===== src/rtl/foo_corr_pkg.sv =====
// Shared constants and types for the foo multi-channel pixel correction stage.
package foo_corr_pkg;

   localparam int CORR_FRAC_BIT    = 8;
   localparam int CORR_PIX_MAX_BIT = 16;

   typedef logic [1:0] gain_idx_t;

   // Stage-1 per-channel payload, sized for the widest supported pixel.
   typedef struct packed {
      logic signed [CORR_PIX_MAX_BIT:0] d;
      logic                             bypass;
      logic [CORR_PIX_MAX_BIT-1:0]      pix;
   } corr_chan_t;

   function automatic gain_idx_t gain_idx(input logic row, input logic col, input gain_idx_t arr);
      return gain_idx_t'({row, col}) ^ arr;
   endfunction

endpackage


===== src/rtl/foo_corr_lane.sv =====
// One channel of the correction datapath: pedestal subtract, gain multiply,
// rounded shift, pedestal restore and clamp, advancing only when en is high.
module foo_corr_lane
   import foo_corr_pkg::*;
#(
   parameter int P_PIX_BIT  = 12,
   parameter int P_GAIN_BIT = 10,
   parameter int P_SFT_BIT  = 3,
   parameter int P_PED_BIT  = 10
) (
   input  logic                  clk,
   input  logic                  rst_n,
   input  logic                  en,
   input  logic [P_PIX_BIT-1:0]  pix,
   input  logic                  ena,
   input  logic [P_PIX_BIT-1:0]  thres,
   input  logic [P_PED_BIT-1:0]  ped,
   input  logic [P_GAIN_BIT-1:0] gain,
   input  logic [P_SFT_BIT-1:0]  sft,
   output logic [P_PIX_BIT-1:0]  pix_out
);

   localparam int D_W    = CORR_PIX_MAX_BIT + 1;
   localparam int PROD_W = D_W + P_GAIN_BIT + 1;
   localparam int ACC_W  = PROD_W + 1;
   localparam int SUM_W  = ACC_W + 1;

   localparam logic [CORR_PIX_MAX_BIT-1:0] RAW_MAX = CORR_PIX_MAX_BIT'((1 << P_PIX_BIT) - 1);
   localparam logic signed [SUM_W-1:0]     PIX_MAX = SUM_W'((1 << P_PIX_BIT) - 1);

   // Round half up: add half an output LSB, then shift arithmetically.
   function automatic logic signed [ACC_W-1:0] round_shift(input logic signed [PROD_W-1:0] p,
                                                            input logic [P_SFT_BIT-1:0]    s);
      logic signed [ACC_W-1:0] half;
      logic signed [ACC_W-1:0] acc;
      half = ACC_W'(1) << (CORR_FRAC_BIT - 1 + int'(s));
      acc  = ACC_W'(p) + half;
      return acc >>> (CORR_FRAC_BIT + int'(s));
   endfunction

   function automatic logic [P_PIX_BIT-1:0] clamp_pix(input logic signed [SUM_W-1:0] r);
      logic [P_PIX_BIT-1:0] res;
      if (r[SUM_W-1])
         res = '0;
      else if (r > PIX_MAX)
         res = '1;
      else
         res = r[P_PIX_BIT-1:0];
      return res;
   endfunction

   function automatic logic [P_PIX_BIT-1:0] sat_pix(input logic [CORR_PIX_MAX_BIT-1:0] v);
      logic [P_PIX_BIT-1:0] res;
      if (v > RAW_MAX)
         res = '1;
      else
         res = v[P_PIX_BIT-1:0];
      return res;
   endfunction

   logic [P_PIX_BIT-1:0]     ped_pix;
   logic signed [P_PIX_BIT:0] d_w;
   corr_chan_t               chan_w;

   assign ped_pix = P_PIX_BIT'(ped);
   assign d_w     = $signed({1'b0, pix}) - $signed({1'b0, ped_pix});

   always_comb begin
      chan_w        = '0;
      chan_w.d      = D_W'(d_w);
      chan_w.bypass = !ena || (pix <= thres);
      chan_w.pix    = CORR_PIX_MAX_BIT'(pix);
   end

   corr_chan_t               chan_p0;
   logic [P_GAIN_BIT-1:0]    gain_p0;
   logic [P_PED_BIT-1:0]     ped_p0;
   logic [P_SFT_BIT-1:0]     sft_p0;
   logic signed [PROD_W-1:0] prod_p1;
   logic                     bypass_p1;
   logic [P_PIX_BIT-1:0]     pix_p1;
   logic [P_PED_BIT-1:0]     ped_p1;
   logic [P_SFT_BIT-1:0]     sft_p1;
   logic [P_PIX_BIT-1:0]     pix_p2;
   logic signed [SUM_W-1:0]  sum_w;

   always_ff @(posedge clk) begin
      if (en) begin
         // p0: pedestal-referenced difference and bypass decision
         chan_p0   <= chan_w;
         gain_p0   <= gain;
         ped_p0    <= ped;
         sft_p0    <= sft;
         // p1: full-width signed product
         prod_p1   <= PROD_W'($signed(chan_p0.d)) * PROD_W'($signed({1'b0, gain_p0}));
         bypass_p1 <= chan_p0.bypass;
         pix_p1    <= sat_pix(chan_p0.pix);
         ped_p1    <= ped_p0;
         sft_p1    <= sft_p0;
      end
   end

   assign sum_w = SUM_W'(round_shift(prod_p1, sft_p1)) + $signed(SUM_W'(ped_p1));

   // p2: registered output, cleared by reset so o_PIXELS starts at zero
   always_ff @(posedge clk or negedge rst_n) begin
      if (!rst_n)
         pix_p2 <= '0;
      else if (en)
         pix_p2 <= bypass_p1 ? pix_p1 : clamp_pix(sum_w);
   end

   assign pix_out = pix_p2;

endmodule


===== src/rtl/foo_correction_mc.sv =====
// Multi-channel Bayer pixel correction: shadowed configuration, row-phase
// tracking and a 3-stage valid/ready pipeline around P_CH_NUM lanes.
module foo_correction_mc
   import foo_corr_pkg::*;
#(
   parameter int P_CH_NUM   = 4,
   parameter int P_PIX_BIT  = 12,
   parameter int P_GAIN_BIT = 10,
   parameter int P_SFT_BIT  = 3,
   parameter int P_PED_BIT  = 10
) (
   input  logic                          i_CLK,
   input  logic                          i_RSTn,
   input  logic                          i_VALID,
   output logic                          o_READY,
   input  logic                          i_SOF,
   input  logic                          i_EOL,
   input  logic [P_CH_NUM*P_PIX_BIT-1:0] i_PIXELS,
   output logic                          o_VALID,
   input  logic                          i_READY,
   output logic                          o_SOF,
   output logic                          o_EOL,
   output logic [P_CH_NUM*P_PIX_BIT-1:0] o_PIXELS,
   input  logic                          i_REG_ENA,
   input  logic [1:0]                    i_REG_ARR_TYPE,
   input  logic [4*P_GAIN_BIT-1:0]       i_REG_GAIN_VEC,
   input  logic [P_PED_BIT-1:0]          i_REG_PEDESTAL,
   input  logic [P_PIX_BIT-1:0]          i_REG_THRES,
   input  logic [P_SFT_BIT-1:0]          i_REG_SFT
);

   logic adv;
   logic acc;
   logic vld_p0, vld_p1, vld_p2;
   logic sof_p0, sof_p1, sof_p2;
   logic eol_p0, eol_p1, eol_p2;

   logic                    act_ena;
   gain_idx_t               act_arr;
   logic [4*P_GAIN_BIT-1:0] act_gain_vec;
   logic [P_PED_BIT-1:0]    act_ped;
   logic [P_PIX_BIT-1:0]    act_thres;
   logic [P_SFT_BIT-1:0]    act_sft;
   logic                    row;

   assign adv     = !vld_p2 || i_READY;
   assign o_READY = adv;
   assign acc     = i_VALID && adv;

   // An SOF beat already runs with the settings it loads into the shadow set.
   logic                    cur_ena;
   gain_idx_t               cur_arr;
   logic [4*P_GAIN_BIT-1:0] cur_gain_vec;
   logic [P_PED_BIT-1:0]    cur_ped;
   logic [P_PIX_BIT-1:0]    cur_thres;
   logic [P_SFT_BIT-1:0]    cur_sft;
   logic                    cur_row;

   assign cur_ena      = i_SOF ? i_REG_ENA      : act_ena;
   assign cur_arr      = i_SOF ? i_REG_ARR_TYPE : act_arr;
   assign cur_gain_vec = i_SOF ? i_REG_GAIN_VEC : act_gain_vec;
   assign cur_ped      = i_SOF ? i_REG_PEDESTAL : act_ped;
   assign cur_thres    = i_SOF ? i_REG_THRES    : act_thres;
   assign cur_sft      = i_SOF ? i_REG_SFT      : act_sft;
   assign cur_row      = i_SOF ? 1'b0           : row;

   always_ff @(posedge i_CLK or negedge i_RSTn) begin
      if (!i_RSTn) begin
         act_ena      <= 1'b0;
         act_arr      <= '0;
         act_gain_vec <= '0;
         act_ped      <= '0;
         act_thres    <= '0;
         act_sft      <= '0;
         row          <= 1'b0;
      end else if (acc) begin
         if (i_SOF) begin
            act_ena      <= i_REG_ENA;
            act_arr      <= i_REG_ARR_TYPE;
            act_gain_vec <= i_REG_GAIN_VEC;
            act_ped      <= i_REG_PEDESTAL;
            act_thres    <= i_REG_THRES;
            act_sft      <= i_REG_SFT;
         end
         row <= i_EOL ? !cur_row : cur_row;
      end
   end

   always_ff @(posedge i_CLK or negedge i_RSTn) begin
      if (!i_RSTn) begin
         vld_p0 <= 1'b0; vld_p1 <= 1'b0; vld_p2 <= 1'b0;
         sof_p0 <= 1'b0; sof_p1 <= 1'b0; sof_p2 <= 1'b0;
         eol_p0 <= 1'b0; eol_p1 <= 1'b0; eol_p2 <= 1'b0;
      end else if (adv) begin
         // p0 -> p1 -> p2: bubbles move with the data
         vld_p0 <= i_VALID;
         sof_p0 <= i_VALID && i_SOF;
         eol_p0 <= i_VALID && i_EOL;
         vld_p1 <= vld_p0;
         sof_p1 <= sof_p0;
         eol_p1 <= eol_p0;
         vld_p2 <= vld_p1;
         sof_p2 <= sof_p1;
         eol_p2 <= eol_p1;
      end
   end

   assign o_VALID = vld_p2;
   assign o_SOF   = sof_p2;
   assign o_EOL   = eol_p2;

   for (genvar c = 0; c < P_CH_NUM; c++) begin : g_lane
      gain_idx_t             idx;
      logic [P_GAIN_BIT-1:0] lane_gain;

      assign idx       = gain_idx(cur_row, 1'(c % 2), cur_arr);
      assign lane_gain = cur_gain_vec[int'(idx)*P_GAIN_BIT +: P_GAIN_BIT];

      foo_corr_lane #(
         .P_PIX_BIT  (P_PIX_BIT),
         .P_GAIN_BIT (P_GAIN_BIT),
         .P_SFT_BIT  (P_SFT_BIT),
         .P_PED_BIT  (P_PED_BIT)
      ) u_lane (
         .clk     (i_CLK),
         .rst_n   (i_RSTn),
         .en      (adv),
         .pix     (i_PIXELS[c*P_PIX_BIT +: P_PIX_BIT]),
         .ena     (cur_ena),
         .thres   (cur_thres),
         .ped     (cur_ped),
         .gain    (lane_gain),
         .sft     (cur_sft),
         .pix_out (o_PIXELS[c*P_PIX_BIT +: P_PIX_BIT])
      );
   end

endmodule

===== config.mk =====
export PLATFORM = sky130hd
export DESIGN_NAME = foo_correction_mc
export DESIGN_NICKNAME = d
export VERILOG_FILES = /design/src/rtl/foo_corr_pkg.sv /design/src/rtl/foo_corr_lane.sv /design/src/rtl/foo_correction_mc.sv
export SDC_FILE = /design/constraint.sdc
export NUM_CORES = 2
export LEC_CHECK = 0
export CORE_AREA = 4 4 425 427
export DETAILED_ROUTE_END_ITERATION = 10
export DIE_AREA = 0 0 429 431
export GPL_TIMING_DRIVEN = 0
export SKIP_LAST_GASP = 1
export SLEW_MARGIN = 15
export SYNTH_ARGS = -nofsm -noshare
export SYNTH_HDL_FRONTEND = slang
export SYNTH_HIERARCHICAL = 1
export SYNTH_SLANG_ARGS = --single-unit

===== constraint.sdc =====
create_clock -name i_CLK -period 16 [get_ports i_CLK]
set_clock_uncertainty 0.2 [all_clocks]
set_input_delay 4.8 -clock i_CLK [delete_from_list [all_inputs] [get_ports i_CLK]]
set_output_delay 4.8 -clock i_CLK [all_outputs]
set_load 0.005 [all_outputs]

After elaboration in Yosys (flattened, before gate mapping)
Cells that the tools add are included.
{"block": "word_totals", "word_cells": 122, "out_inout_bits": 52, "input_bits": 122, "reg_bits": 424}
{"block": "classes", "n_reduce_logical": 11, "n_addsub": 14, "mux": 20, "n_lt_le_gt_ge": 12, "n_bitwise": 2, "n_shift": 7, "n_mul": 6}
{"cell": "two-way mux 12 bit", "count": 13}
{"cell": "adder 29 x 11 -> 30 bit", "count": 4}
{"cell": "> comparator 30 x 13 -> 1 bit (second input constant)", "count": 4}
{"cell": "adder 24 x 29 -> 29 bit", "count": 4}
{"cell": ">>> shifter 29 x 5 -> 29 bit", "count": 4}
{"cell": "multiplier 13 x 11 -> 24 bit", "count": 4}
{"cell": "indexed part select 40 x 7 -> 10 bit", "count": 2}
{"cell": "subtractor 12 x 10 -> 13 bit", "count": 4}
{"cell": "> comparator 12 bit (second input constant)", "count": 4}
{"cell": "<= comparator 12 bit", "count": 4}
{"cell": "two-way mux 40 bit", "count": 1}
{"cell": "<< shifter 1 x 4 -> 29 bit (first input constant)", "count": 1}
{"cell": "multiplier 2 x 3 -> 5 bit (second input constant)", "count": 2}
{"cell": "two-way mux 10 bit", "count": 1}
{"cell": "adder 4 x 3 -> 5 bit (first input constant)", "count": 1}
{"cell": "logical OR 1 bit", "count": 5}
{"cell": "adder 3 x 3 -> 4 bit (first input constant)", "count": 1}
{"cell": "XOR 2 bit", "count": 2}
{"cell": "logical AND 1 bit", "count": 3}
{"cell": "zero test 1 bit", "count": 3}
{"cell": "two-way mux 1 bit", "count": 3}
{"cell": "two-way mux 3 bit", "count": 1}
{"cell": "two-way mux 2 bit", "count": 1}

Depth between registers and ports, before layout
{"block": "depth", "ltp_word": 9, "depth_mapped": 33, "ltp_nobuf": 30}

Hierarchy
Netlist, hierarchy kept.
{"mod": "foo_corr_lane (g_lane[3].u_lane)", "cells_each": 1173, "area_each_um2": 11578.6, "n_inst": 1, "seq_area_each_um2": 3243.1}
{"mod": "foo_corr_lane (g_lane[1].u_lane)", "cells_each": 1154, "area_each_um2": 11552.3, "n_inst": 1, "seq_area_each_um2": 3243.1}
{"mod": "foo_corr_lane (g_lane[0].u_lane)", "cells_each": 1144, "area_each_um2": 11489.8, "n_inst": 1, "seq_area_each_um2": 3243.1}
{"mod": "foo_corr_lane (g_lane[2].u_lane)", "cells_each": 1156, "area_each_um2": 11472.3, "n_inst": 1, "seq_area_each_um2": 3243.1}
{"mod": "foo_correction_mc", "cells_each": 306, "area_each_um2": 4882.2, "n_inst": 1, "seq_area_each_um2": 1951.9}

Least setup slack after synthesis
Ideal clock, no wire load.
{"block": "synth_timing", "path_type": "input port to output port", "start": "in i_READY", "end": "out o_READY", "path_buffers": 2, "setup_slack_ps": 1275, "arrival_ps": 9725, "required_time_ps": 11000, "path_stages": 4, "path_cell_list": "nor2b_1 > buf_4 > inv_2 > buf_2"}
{"block": "synth_between", "elab_chain_len": 1}
{"element": "start, declared", "line_no": "foo_correction_mc.sv:20", "text": "input logic i_READY,"}
{"element": "logical OR 1 bit", "line_no": "foo_correction_mc.sv:46", "text": "assign adv = !vld_p2 || i_READY;"}
{"element": "end, declared", "line_no": "foo_correction_mc.sv:15", "text": "output logic o_READY,"}
Every way passes these cells.

Final worst setup path
Same ends and word-level chain as after synthesis.

==> flow_metrics.tcl <==
set metrics [dict create \
    startpoint_type "primary input" \
    rows 154 \
    die_area_mm2 0.1849 \
    cts_sinks 518 \
    htreeDepth 2 \
    start_util_pct 28.94 \
    synth_most_common_cell "inv_1" \
    die_y_um 431 \
    io_pins 174 \
    clockRootBuffer "clkbuf_16" \
    cts_buffer_depth 3 \
    yosys.area.top_type "edfxtp_1" \
    drv_cap 0 \
    cts_made_buffers 58 \
    drt-total-wl_um 136100 \
    yosys-top-cells-area "edfxtp_1, fa_1, ha_1" \
    place_area_mm2 0.05587 \
    r2r_cells 32 \
    setup_viol 0 \
    layout-drive-gt1-share_pct 8.011 \
    async_reset_ff_share_pct 24.32 \
    antenna_found_initial 34 \
    overflow 0 \
    syn_inst 4933 \
    core_mm2 0.1761 \
    ys_seq_area_share_pct 29.28 \
    synth_common_cells "inv_1, fa_1, ha_1, nand2_1, edfxtp_1" \
    path_class "in -> out" \
    cts_tree "built" \
    io_buffers 172 \
    drt_iter0_markers 2418 \
    maxSlewHeadroom_pct 29.22 \
    first_global_vias 36530 \
    arrival_ns 7.98 \
    drc 0 \
    globalplace.congestion 0.8879 \
    vias 36300 \
    yosysTopAreaCellShare_pct 23.09 \
    rsz0062_at_grt "false" \
    wl_per_cell_um 17.91 \
    ys_ff_latch 518 \
    status "complete, no violations" \
    grt_max_degree 109 \
    postCtsSetupRepairBufs 0 \
    layout.nets 6220 \
    synth.avg_cell_area_um2 10.33 \
    antenna_left 0 \
    final_area_mm2 0.05786 \
    cts_resized 0 \
    worstMarginPinSlew_ns 1.032 \
    clk_pin_slew_ns 0.06 \
    min_path_type "reg -> reg" \
    die_x_um 429 \
    final-max-slew-violation-count 0 \
    area_delta_synth_final_pct 13.51 \
    fmax_mhz 77.05 \
    synth_edf_count 392 \
    min_delay_path_depth 0 \
    grt_pass1_wl_um 211700 \
    post-dp-hpwl_um 108700 \
    post_drt_via_cell_ratio 4.779 \
    yosysUniqueCellTypes 133 \
    crit_required_ns 11.00 \
    finalCriticalPeriod_ns 12.98 \
    timing_hold_violations_final 0 \
    cp_max_fo 99 \
    grt_usage_pct 14.48 \
    end_kind "output pin" \
    ys.flop_type "edfxtp_1" \
    clkLatencyLatePin_ns 0.65 \
    synthesis.area_mm2 0.05098 \
    period_share_pct 81.11 \
    yosysWarnings 6 \
    cts_hold_buf 0 \
    drt_pass1_iterations 5 \
]
[routing by layer]
metal	part of all wire, %	vias up	GRT usage, %	wire, um
met2	49	829	24.67	66070
li1	-	17130	-	-
met4	2.6	0	3.766	3581
met3	5.0	202	2.213	6831
met1	44	18140	19.24	59590
met5	0	-	0	0
[cell families after synthesis]
group,share of synthesized area (%)
buffers and inverters,7.248
XOR/XNOR,3.076
multiplexers,5.852
AO/OA/AOI/OAI,10.80
flip-flops,29.28
adder cells (fa/ha/maj),29.43
other,0.02945
AND/OR/NAND/NOR,14.28
[worst paths after layout]
check	startpoint	end	slack, ns
worst max-delay path	i_READY	o_READY	3.02
worst min-delay path	g_lane[1].u_lane/ped_p0[4]	g_lane[1].u_lane/ped_p1[4]	0.21
worst max register to register	g_lane[2].u_lane/sft_p1[0]	g_lane[2].u_lane/pix_out[4]	7.52
worst min register to register	g_lane[1].u_lane/ped_p0[4]	g_lane[1].u_lane/ped_p1[4]	0.21
max in group asynchronous	i_RSTn	g_lane[3].u_lane/pix_out[10]	10.82
min in group asynchronous	i_RSTn	o_SOF	3.95
[cell type report]
cell class,instances,area [um^2]
antenna,13,32.53
timing repair buffer,177,1864
fill,18030,118300
multi-input combinational,3521,32450
sequential,518,14920
buffer,227,1111
clock inverter,37,387.9
tap,2340,2928
clock buffer,72,1575
inverter,691,2594
[worst max-delay path, cell delays in order]
cell and delay, ns:
clkdlybuf4s50_1 0.45, nor2b_1 0.04, buf_4 0.16, inv_2 0.07
buf_8 0.32, buf_16 0.38, buf_16 0.43, buf_16 0.40
clkdlybuf4s50_1 0.65
[stage by stage]
| step | setup WS (ns) | setup TNS, ns | hold slack, ns | cells | utilization [%] |
|---|---|---|---|---|---|
| detailed placement | 2.960 | 0 | 0.2045 | 7474 | 31.72 |
| finish | 3.022 | 0 | 0.2144 | 7596 | 32.86 |
| CTS | 2.962 | 0 | 0.2159 | 7583 | 32.84 |
| global placement | -3.161 | -3.161 | 0.2006 | 7469 | 31.64 |
| global route | 2.826 | 0 | 0.2214 | 7593 | 32.85 |
| floorplan | 1.275 | 0 | 0.2003 | 4957 | - |
[flip-flops by register name, summed over array words and instances, names as in the netlist, 2 cells and up]
name,cells
g_lane.u_lane/pix_out,48
g_lane.u_lane/gain_p0,40
g_lane.u_lane/prod_p1,92
g_lane.u_lane/sft_p1,12
act_gain_vec,40
g_lane.u_lane/bypass_p1,4
act_arr,2
g_lane.u_lane/sft_p0,12
act_sft,3
g_lane.u_lane/ped_p1,40
g_lane.u_lane/ped_p0,40
act_thres,12
act_ped,10
g_lane.u_lane/chan_p0,104
g_lane.u_lane/pix_p1,48
[cells in the final DEF, fill, tap and decap left out, types with 123 or more instances in the layout]
cell type,Yosys,routed
nand2_1,405,405
clkbuf_1,175,183
and2_1,361,361
a21oi_1,168,168
edfxtp_1,392,392
nor2_1,221,221
dfrtp_1,126,126
ha_1,412,412
o21ai_0,187,187
mux2_4,123,123
fa_1,492,492
inv_1,685,685
clkdlybuf4s50_1,0,171
Power is not shown: default switching activity piles up to over one toggle a cycle in this logic, so the estimate is an artifact.
